===== config.mk =====
export PLATFORM = sky130hd
export DESIGN_NAME = ac_sequencer
export DESIGN_NICKNAME = d
export VERILOG_FILES = /design/src/rtl/ac_sequencer.sv
export SDC_FILE = /design/constraint.sdc
export NUM_CORES = 1
export LEC_CHECK = 0
export CORE_ASPECT_RATIO = 1.4
export CORE_MARGIN = 5
export CORE_UTILIZATION = 45
export CTS_CLUSTER_SIZE = 12
export DETAILED_ROUTE_END_ITERATION = 6
export PLACE_DENSITY_LB_ADDON = 0.12
export RECOVER_POWER = 50
export REMOVE_ABC_BUFFERS = 1
export SYNTH_ARGS = -nofsm -noshare
export SYNTH_HDL_FRONTEND = slang
export SYNTH_SLANG_ARGS = --single-unit
export TNS_END_PERCENT = 30

===== constraint.sdc =====
create_clock -name clk_i -period 2.3 [get_ports clk_i]
set_clock_uncertainty 0.15 [all_clocks]
set_input_delay 0.46 -clock clk_i [delete_from_list [all_inputs] [get_ports clk_i]]
set_output_delay 0.46 -clock clk_i [all_outputs]
set_load 0.05 [all_outputs]

===== src/rtl/ac_sequencer.sv =====
// ----------------------------------------------------------------------------
// ac_sequencer
//
// Multi-cycle instruction sequencer for the accumulator CPU. It owns the
// program counter, the instruction register, the memory data register and the
// {C,Z} flag register. It runs the fetch and data handshakes with memory, and
// it commits the control-unit strobes once per instruction, in EXEC.
//
// Instruction word: {op[2:0], operand[DATA_W-4:0]}.
// Ops 000..011 (ADD/SUB/LDA/STA) take a data phase. Ops 100..111
// (JMP/JZ/JC/LDI) go straight from DECODE to EXEC.
//
// Ports
//   clk_i, rst_i     clock (rising edge); reset (asynchronous, active-high)
//   mem_req_o        memory request (FETCH and DATA)
//   mem_we_o         write qualifier, valid with mem_req_o
//   mem_addr_o       request address (PC in FETCH, operand in DATA)
//   mem_ack_i        memory acknowledge; ignored while no request is pending
//   mem_rdata_i      read data, valid with mem_ack_i
//   op_o, operand_o  registered IR fields, to the control unit
//   flags_o          registered {C,Z}, to the control unit
//   wr_i, wm_i,      control-unit strobes: accumulator write, memory write,
//   jmp_i, wf_i      jump taken, flag write
//   alu_z_i, alu_c_i ALU result flags
//   mdr_o            latched data-read word
//   acc_we_o         accumulator write enable (EXEC only)
//   pc_o             current PC
//   halt_o           halted indication
//
// Optional feature macro: AC_SEQ_HALT_EN
//   When defined, a taken jump whose target equals its own PC parks the
//   sequencer in HALT until reset. When undefined, halt_o is tied low and a
//   self-jump simply loops.
//
// ADDR_W must equal DATA_W-3, so the operand field is exactly one address.
// ----------------------------------------------------------------------------
module ac_sequencer #(
   parameter int DATA_W = 8,
   parameter int ADDR_W = 5
) (
   input  logic              clk_i,
   input  logic              rst_i,
   output logic              mem_req_o,
   output logic              mem_we_o,
   output logic [ADDR_W-1:0] mem_addr_o,
   input  logic              mem_ack_i,
   input  logic [DATA_W-1:0] mem_rdata_i,
   output logic [2:0]        op_o,
   output logic [ADDR_W-1:0] operand_o,
   output logic [1:0]        flags_o,
   input  logic              wr_i,
   input  logic              wm_i,
   input  logic              jmp_i,
   input  logic              wf_i,
   input  logic              alu_z_i,
   input  logic              alu_c_i,
   output logic [DATA_W-1:0] mdr_o,
   output logic              acc_we_o,
   output logic [ADDR_W-1:0] pc_o,
   output logic              halt_o
);

   typedef enum logic [2:0] {
      ST_FETCH  = 3'd0,
      ST_DECODE = 3'd1,
      ST_DATA   = 3'd2,
      ST_EXEC   = 3'd3,
      ST_HALT   = 3'd4
   } state_t;

   state_t              state_r;
   state_t              state_s;
   logic [ADDR_W-1:0]   pc_r;
   logic [DATA_W-1:0]   ir_r;
   logic [DATA_W-1:0]   mdr_r;
   logic [1:0]          flags_r;

   logic                ir_load_s;
   logic                mdr_load_s;
   logic                flag_load_s;
   logic                pc_load_s;
   logic [ADDR_W-1:0]   pc_next_s;
   logic [ADDR_W-1:0]   operand_s;

   // IR fields and registered state presented to the control unit.
   assign op_o      = ir_r[DATA_W-1:DATA_W-3];
   assign operand_s = ir_r[ADDR_W-1:0];
   assign operand_o = operand_s;
   assign flags_o   = flags_r;
   assign mdr_o     = mdr_r;
   assign pc_o      = pc_r;

`ifdef AC_SEQ_HALT_EN
   // The halt indication is decoded from the state register.
   assign halt_o = (state_r == ST_HALT);
`else
   // Halt support is not built, so the indication stays low.
   assign halt_o = 1'b0;
`endif

   // State register. HALT can be left only through reset.
   always_ff @(posedge clk_i or posedge rst_i) begin
      if (rst_i) begin
         state_r <= ST_FETCH;
      end else begin
         state_r <= state_s;
      end
   end

   // Next-state logic, memory handshake outputs and EXEC commit strobes.
   always_comb begin
      state_s     = state_r;
      mem_req_o   = 1'b0;
      mem_we_o    = 1'b0;
      mem_addr_o  = pc_r;
      acc_we_o    = 1'b0;
      ir_load_s   = 1'b0;
      mdr_load_s  = 1'b0;
      flag_load_s = 1'b0;
      pc_load_s   = 1'b0;
      pc_next_s   = pc_r;
      case (state_r)
         ST_FETCH: begin
            mem_req_o  = 1'b1;
            mem_addr_o = pc_r;
            if (mem_ack_i) begin
               ir_load_s = 1'b1;
               state_s   = ST_DECODE;
            end else begin
               state_s   = ST_FETCH;
            end
         end
         ST_DECODE: begin
            // op[2] clear selects the four memory-operand instructions.
            if (op_o[2] == 1'b0) begin
               state_s = ST_DATA;
            end else begin
               state_s = ST_EXEC;
            end
         end
         ST_DATA: begin
            mem_req_o  = 1'b1;
            mem_addr_o = operand_s;
            mem_we_o   = wm_i;
            if (mem_ack_i) begin
               // A store acknowledge carries no read data, so MDR keeps its value.
               mdr_load_s = ~wm_i;
               state_s    = ST_EXEC;
            end else begin
               state_s    = ST_DATA;
            end
         end
         ST_EXEC: begin
            acc_we_o    = wr_i;
            flag_load_s = wf_i;
            pc_load_s   = 1'b1;
            if (jmp_i) begin
               pc_next_s = operand_s;
            end else begin
               // The adder is ADDR_W bits wide, so the PC wraps from all-ones to 0.
               pc_next_s = pc_r + {{(ADDR_W-1){1'b0}}, 1'b1};
            end
`ifdef AC_SEQ_HALT_EN
            // A taken jump onto itself parks the sequencer.
            if (jmp_i && (operand_s == pc_r)) begin
               state_s = ST_HALT;
            end else begin
               state_s = ST_FETCH;
            end
`else
            state_s = ST_FETCH;
`endif
         end
         ST_HALT: begin
`ifdef AC_SEQ_HALT_EN
            state_s = ST_HALT;
`else
            state_s = ST_FETCH;
`endif
         end
         default: begin
            state_s = ST_FETCH;
         end
      endcase
   end

   // Instruction register: loads on the edge that accepts the fetch ack.
   always_ff @(posedge clk_i or posedge rst_i) begin
      if (rst_i) begin
         ir_r <= {DATA_W{1'b0}};
      end else if (ir_load_s) begin
         ir_r <= mem_rdata_i;
      end else begin
         ir_r <= ir_r;
      end
   end

   // Memory data register: loads only on an acknowledged data read.
   always_ff @(posedge clk_i or posedge rst_i) begin
      if (rst_i) begin
         mdr_r <= {DATA_W{1'b0}};
      end else if (mdr_load_s) begin
         mdr_r <= mem_rdata_i;
      end else begin
         mdr_r <= mdr_r;
      end
   end

   // Flag register: written only in EXEC, so jumps see the previous value.
   always_ff @(posedge clk_i or posedge rst_i) begin
      if (rst_i) begin
         flags_r <= 2'b00;
      end else if (flag_load_s) begin
         flags_r <= {alu_c_i, alu_z_i};
      end else begin
         flags_r <= flags_r;
      end
   end

   // Program counter: advances or jumps in EXEC and is otherwise held.
   always_ff @(posedge clk_i or posedge rst_i) begin
      if (rst_i) begin
         pc_r <= {ADDR_W{1'b0}};
      end else if (pc_load_s) begin
         pc_r <= pc_next_s;
      end else begin
         pc_r <= pc_r;
      end
   end

endmodule


==> results of run 1 <==
cell type report:
class	instances	area [µm²]
clock buffers	4	26.3
multi-input cells	60	533
repair buffers	51	523
well taps	36	45.0
fillers	219	816
inverters	5	18.8
flip-flops and latches	25	626
synthesized netlist by cell type:
| cell type | number |
|---|---|
| a21oi_1 | 6 |
| a22o_1 | 2 |
| a31o_2 | 2 |
| and2_1 | 1 |
| and2_2 | 1 |
| buf_2 | 2 |
| buf_4 | 1 |
| buf_6 | 1 |
| conb_1 | 1 |
| dfrtp_1 | 25 |
| ha_1 | 5 |
| inv_1 | 5 |
| mux2_2 | 22 |
| mux2i_1 | 3 |
| nand2_1 | 4 |
| nand2_2 | 1 |
| nand2b_1 | 2 |
| nand3_1 | 2 |
| nand3b_4 | 1 |
| nor2_1 | 2 |
| o21ai_0 | 2 |
| o22ai_1 | 2 |
| or2_2 | 1 |
routing by layer:
metal	up-vias	part of all wire (%)
li1	426	-
met1	445	38
met2	24	54
met3	2	7.6
met4	0	0.88
met5	-	0
registers in the layout, indices dropped and copies added (netlist names):
register  cells
ir_r          8
mdr_o         8
pc_o          5
flags_o       2
state_r       2
timing repair:
item	in CTS	in global routing
endpoints found under the setup margin	6	5
setup buffers	0	1
gates cloned	0	0
gates resized for setup	2	1
hold endpoints to repair	0	0
how the worst max path moves through the flow:
stage / start / to / cells past startpoint
2_1_floorplan: pc_o[0]$_DFFE_PP0N_ / mem_addr_o[0] / 2
3_3_place_gp: state_r[0]$_DFF_PP0_ / mem_addr_o[2] / 4
3_5_place_dp: state_r[0]$_DFF_PP0_ / mem_addr_o[1] / 4
4_1_cts: state_r[0]$_DFF_PP0_ / mem_addr_o[1] / 4
5_1_grt: pc_o[3]$_DFFE_PP0N_ / pc_o[3] / 1
6_report: pc_o[3]$_DFFE_PP0N_ / pc_o[3] / 1
through the flow:
stage          setup TNS, ns  utilization [%]  setup slack (ns)  instances
6_report                   0             68.5            0.0966        181
5_1_grt                    0             68.5            0.0168        181
4_1_cts                    0             68.6            0.0451        180
3_5_place_dp               0             67.1             0.236        176
3_3_place_gp               0             67.1             0.270        176
2_1_floorplan         -0.207                -            -0.207         90
logic make-up (layout without fill, tap and decap cells):
logic type | Yosys count | count (layout)
AOI/OAI and AO/OA | 14 | 14
buffers and inverters | 9 | 60
muxes | 25 | 25
DFF | 25 | 25
other | 1 | 1
and+or+nand+nor | 15 | 15
adders and majority gates | 5 | 5
==> results.cfg, run 1 <==
[status]
outcome = finished, final reports clean

[clock_network]
path_clk_slew_ns = 0.14
hold_buffers = 0
ctsLongestPathBuffers = 2
cts_tree = built
root_buffer = clkbuf_4
clk_latency_ns = 0.31
clock-sinks = 25
htreeDepth = 1
cts_buffers = 3

[setup_path]
worstPathArrival_ns = 1.59
reg2reg_slack_ns = 0.56
crit_required_ns = 1.69
path_cells = clkdlybuf4s50_1
cp_slowest_cell = clkdlybuf4s50_1
crit_fanout = 6
reg2reg_depth = 4
worstSetupPathType = flip-flop to primary output
crit_buf_inv = 1
reg2reg_to = flags_o[1]$_DFFE_PP0P_
cp-end-kind = primary output
cp-start-kind = flip-flop
cp_top_family = buffers and inverters
slowest_delay_ns = 0.83
r2r-start = state_r[1]$_DFF_PP0_

[min_path]
holdCritStartpoint = ir_r[5]$_DFFE_PP0P_
hold_depth = 1
min_path_type = flip-flop to flip-flop
min_to = ir_r[5]$_DFFE_PP0P_

[detailed_routing]
first_iter_violations = 8
routed_via_density = 4.96
drc = 0
wl_per_cell_um = 14.4
ant_nets = 0
routed-via-count = 897
dr.pass1.iters = 3
routed_wl_um = 2620

[die]
rows = 22
die_x_um = 53.6
coreArea_mm2 = 0.00259
io_pins = 49
die_y_um = 71
die_area_mm2 = 0.00380
initial_core_util_pct = 46.2

[timing]
tightest_slew_ns = 1.30
rsz0062_at_grt = false
fin_crit_ns = 2.20
max_freq_mhz = 454
setup_viol = 0
fin_crit_sh_pct = 95.8
slew_headroom_pct = 13.2
finalHoldViolCount = 0
whs_ns = 0.376
maxSlewViolCount = 0

[synth]
synthesis.area_mm2 = 0.00120
synthTopCellsByArea = dfrtp_1 (52%), mux2_2 (21%), ha_1 (5.2%), a21oi_1 (2.5%), mux2i_1 (2.5%)
synth-xor-area-share_pct = 0
avgSynthCellArea_um2 = 12.7
yosys_register_bits = 25
yosysWarnings = 0
synth-compound-area-share_pct = 7.32
muxShareOfSynthArea_pct = 23.2
synth.distinct_cells = 23
yosysTopAreaCellShare_pct = 52.3
synth_top_area_cell = dfrtp_1
synth_top_family_by_area = multiplexers
seq_area_frac_synth_pct = 52.3
synth_fa_ha_area_share_pct = 5.23
synth_simple_gate_area_share_pct = 7.64
syn_inst = 94

[grt]
grt_max_degree = 26
met3_usage_pct = 5.68
globalRouteOverflowTotal = 0
antenna_found_initial = 0
top_usage_layer = met2
grt_util_met2_pct = 25.0
grt_pass1_wl_um = 4370
grt_pass1_vias = 934
met1_usage_pct = 19.1
grt_util_all_layers_pct = 15.9

[final_layout]
final_common_cell = clkdlybuf4s50_1
layout_common_cells = clkdlybuf4s50_1 (37), dfrtp_1 (25), mux2_2 (22), a21oi_1 (6), buf_4 (6)
layout-drive-gt1-share_pct = 29.0
area_growth_pct = 48.1
design_area_mm2 = 0.00177
final_net_count = 168
n_antenna_cell = 0

[place]
placed_area_mm2 = 0.00174
gp_congestion = 0.729
portBuffers = 47
hpwlAfterDp_um = 2070

[flow_run]
max_cap_violations = 0
Power of run 1 is not shown: default switching activity piles up to over one toggle a cycle in this logic, so the estimate is an artifact.
==> run 2: changes to the inputs <==
- GPL_TIMING_DRIVEN: unset -> 0
==> run 2 against run 1 <==
  * Die area unchanged
  * Setup slack worse by 0.039 ns
  * First-iteration DRC count grew to 3.3 times the previous value
  * Final area fell by 3.7%
  * Critical path type unchanged
  * Largest cell class unchanged
==> results.cfg, run 2 (same netlist as run 1, synthesis figures left out) <==
[status]
outcome = finished, final reports clean

[detailed_routing]
first_iter_violations = 26
routed-via-count = 869
routed_via_density = 4.88
ant_nets = 0
wl_per_cell_um = 14.4
dr.pass1.iters = 4
drc = 0
routed_wl_um = 2570

[final_layout]
n_antenna_cell = 0
fillers = 227
final_net_count = 165
layout_common_cells = clkdlybuf4s50_1 (36), dfrtp_1 (25), mux2_2 (22), a21oi_1 (6), nand2_1 (5)
fin_util_pct = 65.9
layout-drive-gt1-share_pct = 30.3
design_area_mm2 = 0.00171
area_growth_pct = 42.6
final_common_cell = clkdlybuf4s50_1

[clock_network]
clk_latency_ns = 0.31
ctsLongestPathBuffers = 2
cts_tree = built
htreeDepth = 1
root_buffer = clkbuf_4
hold_buffers = 0
clock-sinks = 25
path_clk_slew_ns = 0.13
cts_buffers = 3

[setup_path]
cp_num_cells = 3
reg2reg_to = ir_r[1]$_DFFE_PP0P_
cp-endpoint = acc_we_o
worstPathArrival_ns = 1.63
cp_top_family = flip-flops
cp-start-kind = flip-flop
path_cells = ha_2 > and2_1 > clkdlybuf4s15_2
worstSetupPathType = flip-flop to primary output
r2r-start = state_r[1]$_DFF_PP0_
crit_required_ns = 1.69
crit_fanout = 12
startpoint = state_r[1]$_DFF_PP0_
reg2reg_depth = 4
crit_buf_inv = 1
reg2reg_slack_ns = 0.65
cp-end-kind = primary output
slowest_delay_ns = 0.44
cp_slowest_cell = dfrtp_1

[timing]
tightest_slew_ns = 0.921
maxSlewViolCount = 0
max_freq_mhz = 446
fin_crit_sh_pct = 97.5
finalHoldViolCount = 0
whs_ns = 0.372
slew_headroom_pct = 38.6
setup_viol = 0
fin_crit_ns = 2.24
rsz0062_at_grt = true

[place]
placed_area_mm2 = 0.00168
hpwlAfterDp_um = 2000
portBuffers = 47
gp_congestion = 0.701

[grt]
grt_max_degree = 26
grt_pass1_wl_um = 4240
globalRouteOverflowTotal = 0
grt_pass1_vias = 935
grt_util_all_layers_pct = 15.0
antenna_found_initial = 0

[die]
io_pins = 49
die_y_um = 71
die_area_mm2 = 0.00380
rows = 22
die_x_um = 53.6
initial_core_util_pct = 46.2
coreArea_mm2 = 0.00259

[flow_run]
max_cap_violations = 0

[min_path]
min_path_type = flip-flop to flip-flop
[run 2: worst min path at each step]
stage,end,slack [ns],startpoint,cells past startpoint
2_1_floorplan,flags_o[0]$_DFFE_PP0P_,0.34,rst_i,1
3_3_place_gp,mdr_o[0]$_DFFE_PP0P_,0.34,mdr_o[0]$_DFFE_PP0P_,1
3_5_place_dp,mdr_o[1]$_DFFE_PP0P_,0.34,mdr_o[1]$_DFFE_PP0P_,1
4_1_cts,mdr_o[1]$_DFFE_PP0P_,0.37,mdr_o[1]$_DFFE_PP0P_,1
5_1_grt,mdr_o[1]$_DFFE_PP0P_,0.39,mdr_o[1]$_DFFE_PP0P_,1
6_report,mdr_o[1]$_DFFE_PP0P_,0.37,mdr_o[1]$_DFFE_PP0P_,1
[run 2: per-layer routing]
| layer | routed length (µm) | global-route usage (%) | up-vias |
|---|---|---|---|
| li1 | - | - | 422 |
| met1 | 1010 | 18.2 | 417 |
| met2 | 1350 | 25.0 | 26 |
| met3 | 180 | 4.21 | 4 |
| met4 | 31 | 5.11 | 0 |
| met5 | 0 | 0 | - |
[run 2: through the flow]
step | std cells | TNS (ns) | setup slack, ns
finish | 178 | 0 | 0.0572
global route | 178 | -0.0385 | -0.0330
CTS | 177 | -0.415 | -0.113
detailed placement | 173 | -2.10 | -0.320
global placement | 173 | -1.81 | -0.277
floorplan | 90 | -0.207 | -0.207
[run 2: what timing repair did]
item                                    in CTS  in global routing
hold endpoints to repair                     0                  0
setup buffers                                0                  1
gates resized for setup                     28                 10
endpoints found under the setup margin       8                  9
[run 2: worst register-to-register path: cells and delay by family (launching register included)]
kind | cells | cell delay [ns]
mux | 1 | 0.38
simple gates | 1 | 0.29
fa+ha+maj | 1 | 0.20
flops | 1 | 0.44
buf+inv | 1 | 0.09
[run 2: cell type report]
type	instances	area (µm²)	share of cell area, %
clock inverters	1	5.00	0.293
flip-flops and latches	25	626	36.7
inverters	5	18.8	1.10
well taps	36	45.0	2.64
multi-input cells	60	536	31.4
repair buffers	48	453	26.6
clock buffers	3	22.5	1.32
Power of run 2 is left out for the same reason.
==> edit (flow settings as in run 1) <==
Encoding of `state_t`: now one-hot (5 bits for 5 states).
--- a/src/rtl/ac_sequencer.sv
+++ b/src/rtl/ac_sequencer.sv
@@ -60,12 +60,12 @@
    output logic              halt_o
 );
 
-   typedef enum logic [2:0] {
-      ST_FETCH  = 3'd0,
-      ST_DECODE = 3'd1,
-      ST_DATA   = 3'd2,
-      ST_EXEC   = 3'd3,
-      ST_HALT   = 3'd4
+   typedef enum logic [4:0] {
+      ST_FETCH  = 5'b00001,
+      ST_DECODE = 5'b00010,
+      ST_DATA   = 5'b00100,
+      ST_EXEC   = 5'b01000,
+      ST_HALT   = 5'b10000
    } state_t;
 
    state_t              state_r;
Behaviour: same outputs for any inputs over 10 cycles, from zero or initial values and one cycle with rst_i high; not proved beyond that.
==> edit against run 1 <==
Routed wire length grew 21%. Register-to-register slack got worse by 0.29 ns. Critical endpoint is now mem_addr_o[4]. Hold slack worse by 0.013 ns. Sequential cell count increased by 2. Final cell count grew 5.5%. First-iteration DRC count grew to 2.5 times the old value. Die area grew 7.2%. Setup slack got worse by 0.042 ns. Design area increased by 8.8%. Synthesized area grew 8.6%. Via count is 8.4% higher.
==> edit: results (changes against run 1) <==
----------------------------------------------------
[Outcome]
  Run status ... completed

[Drt]
  Number of DRC violations after detailed-routing iteration 0 ... 20 (+12)
  Iteration count of the initial detailed-routing pass ... 3 (unchanged)
  Routed met2 length ... 1.72 mm (+22%)
  Average routed wire per standard cell ... 16.6 um (+15%)
  Routed vias/inst ... 5.09 (+2.7%)
  Post-route ant nets ... 0 (unchanged)
  Total met3 wirelength after detailed routing ... 142 um (-29%)
  Max layer used ... met4
  Metal-1 WL ... 1.23 mm (+25%)

[Global routing]
  Global-route wire length before repair ... 5.23 mm (+20%)
  Met3 layer usage reported by global route ... 3.69% (-2.0 points)
  Total global routing track utilization ... 16.6% (+0.71 points)
  Antenna violations before repair ... 0 (unchanged)
  Met1 Resource Use GR ... 18.9% (-0.27 points)
  Number of global-route vias before repair ... 1038 (+11%)
  Met2 layer usage reported by global route ... 29.2% (+4.2 points)
  Largest net degree at the start of global routing ... 28 (+7.7%)

[Yosys]
  Sequential fraction of the synthesis area ... 52.1% (-0.18 points)
  Number of different library cells in the post-synthesis netlist ... 29 (+26%)
  Most used standard cells in the synthesized netlist ... dfrtp_1 (26), mux2_2 (23), a22o_1 (6)
  Cell types occupying the most area after synthesis ... dfrtp_1 (50%), mux2_2 (20%), a22o_1 (4.0%), dfstp_2 (2.0%), buf_2 (1.9%)
  Post-synthesis adder-cell area fraction ... 0.963% (-4.3 points)
  Post-synthesis share of cell area spent on xor and xnor gates ... 1.35% (+1.3 points)
  Area fraction in compound gates after synthesis ... 7.13% (-0.19 points)
  Post-synthesis mux area share ... 21.5% (-1.7 points)

[Final layout]
  Fraction of final layout cells sized beyond drive strength 1 ... 32.5% (+3.5 points)
  Antenna diode count ... 0 (unchanged)
  Total Nets Final ... 173 (+3.0%)

[Clock network]
  Clock Path Buffers ... 2 (unchanged)
  Root buffer cell ... clkbuf_8
  CTS Buf Count ... 3 (unchanged)
  Clock slew at the register clock pins of the worst setup and hold paths ... 0.09 ns (-0.05 ns)
  Clk Latency, worst-skew pair ... 0.27 ns (-0.04 ns)

[Critical path]
  Endpoint of the most critical register-to-register path ... pc_o[3]
  Setup slack of the worst register-to-register path ... 0.27 ns (-0.29 ns)
  Data arrival at the endpoint of the critical path ... 1.64 ns (+0.05 ns)
  Launch point of the critical path ... state_r[0]
  Reg2Reg Depth ... 5 (+1)
  Maximum fanout encountered on the critical timing path ... 6 (unchanged)
  Worst reg2reg startpoint ... state_r[1]

[Placed design]
  Placement Setup Slack ... 0.219 ns (-0.0166 ns)
  HPWL after detailed placement ... 2.44 mm (+18%)
  Placed inst area ... 0.00185 mm^2 (+6.6%)
  RePlAce Congestion ... 0.743 (+1.8%)

[Hold path]
  Hold Crit Class ... register to register
  End point of the most critical hold path ... mdr_o[6]
  Beginning of the worst hold path ... mdr_o[6]

[STA]
  Worst relative slew slack ... 55.0% (+42 points)
  Final period util ... 97.6% (+1.8 points)

[Pwr]
  Peak supply drop ... 1.03 mV

----------------------------------------------------
## edit: logic make-up after synthesis
group,Yosys count
flops,27
mux,25
simple gates,23
compound gates,13
buf+inv,8
xor+xnor,2
fa+ha+maj,1
other cells,1
## edit: through the flow
step | util (%) | std cells | hold slack [ns] | TNS, ns
global route | 68.4 | 191 | 0.388 | -0.00146
CTS | 67.9 | 190 | 0.366 | 0
finish | 68.4 | 191 | 0.364 | 0
global placement | 65.6 | 184 | 0.336 | 0
floorplan | - | 93 | 0.362 | -0.0352
detailed placement | 65.6 | 184 | 0.345 | 0
## edit: what timing repair did
| item | 4_1_cts | 5_1_grt |
|---|---|---|
| hold buffers | 0 | 0 |
| buffers inserted | 2 | 1 |
| endpoints found under the setup margin | 5 | 5 |
| pin swaps | 0 | 0 |
| gates resized for setup | 2 | 4 |
## edit: worst max-delay path: stages, from the launching register on
cell     delay [ns]
dfstp_2        0.41
nor4b_4        0.28
buf_6          0.16
mux2_2         0.33
buf_4          0.19
## edit: how the worst max path moves through the flow
stage	cells after the start	endpoint
after floorplan	2	mem_req_o
after CTS	4	mem_addr_o[2]
after global routing	4	mem_addr_o[1]
after global placement	5	ir_r[3]
final	4	mem_addr_o[4]
after detailed placement	5	ir_r[0]
## edit: where the power goes
group,internal (mW),switching (mW),total [mW]
clock network,0.124,0.145,0.269
logic,0.651,0.979,1.63
registers,0.650,0.159,0.809
## edit: cell type report
cell class,count,area [um^2]
Tap cell,37,46.3
Timing Repair Buffer,57,576
Multi-Input combinational cell,65,579
Sequential cell,27,678
Inverter,1,3.75
Fill cell,241,892
Clock buffer,4,45.0
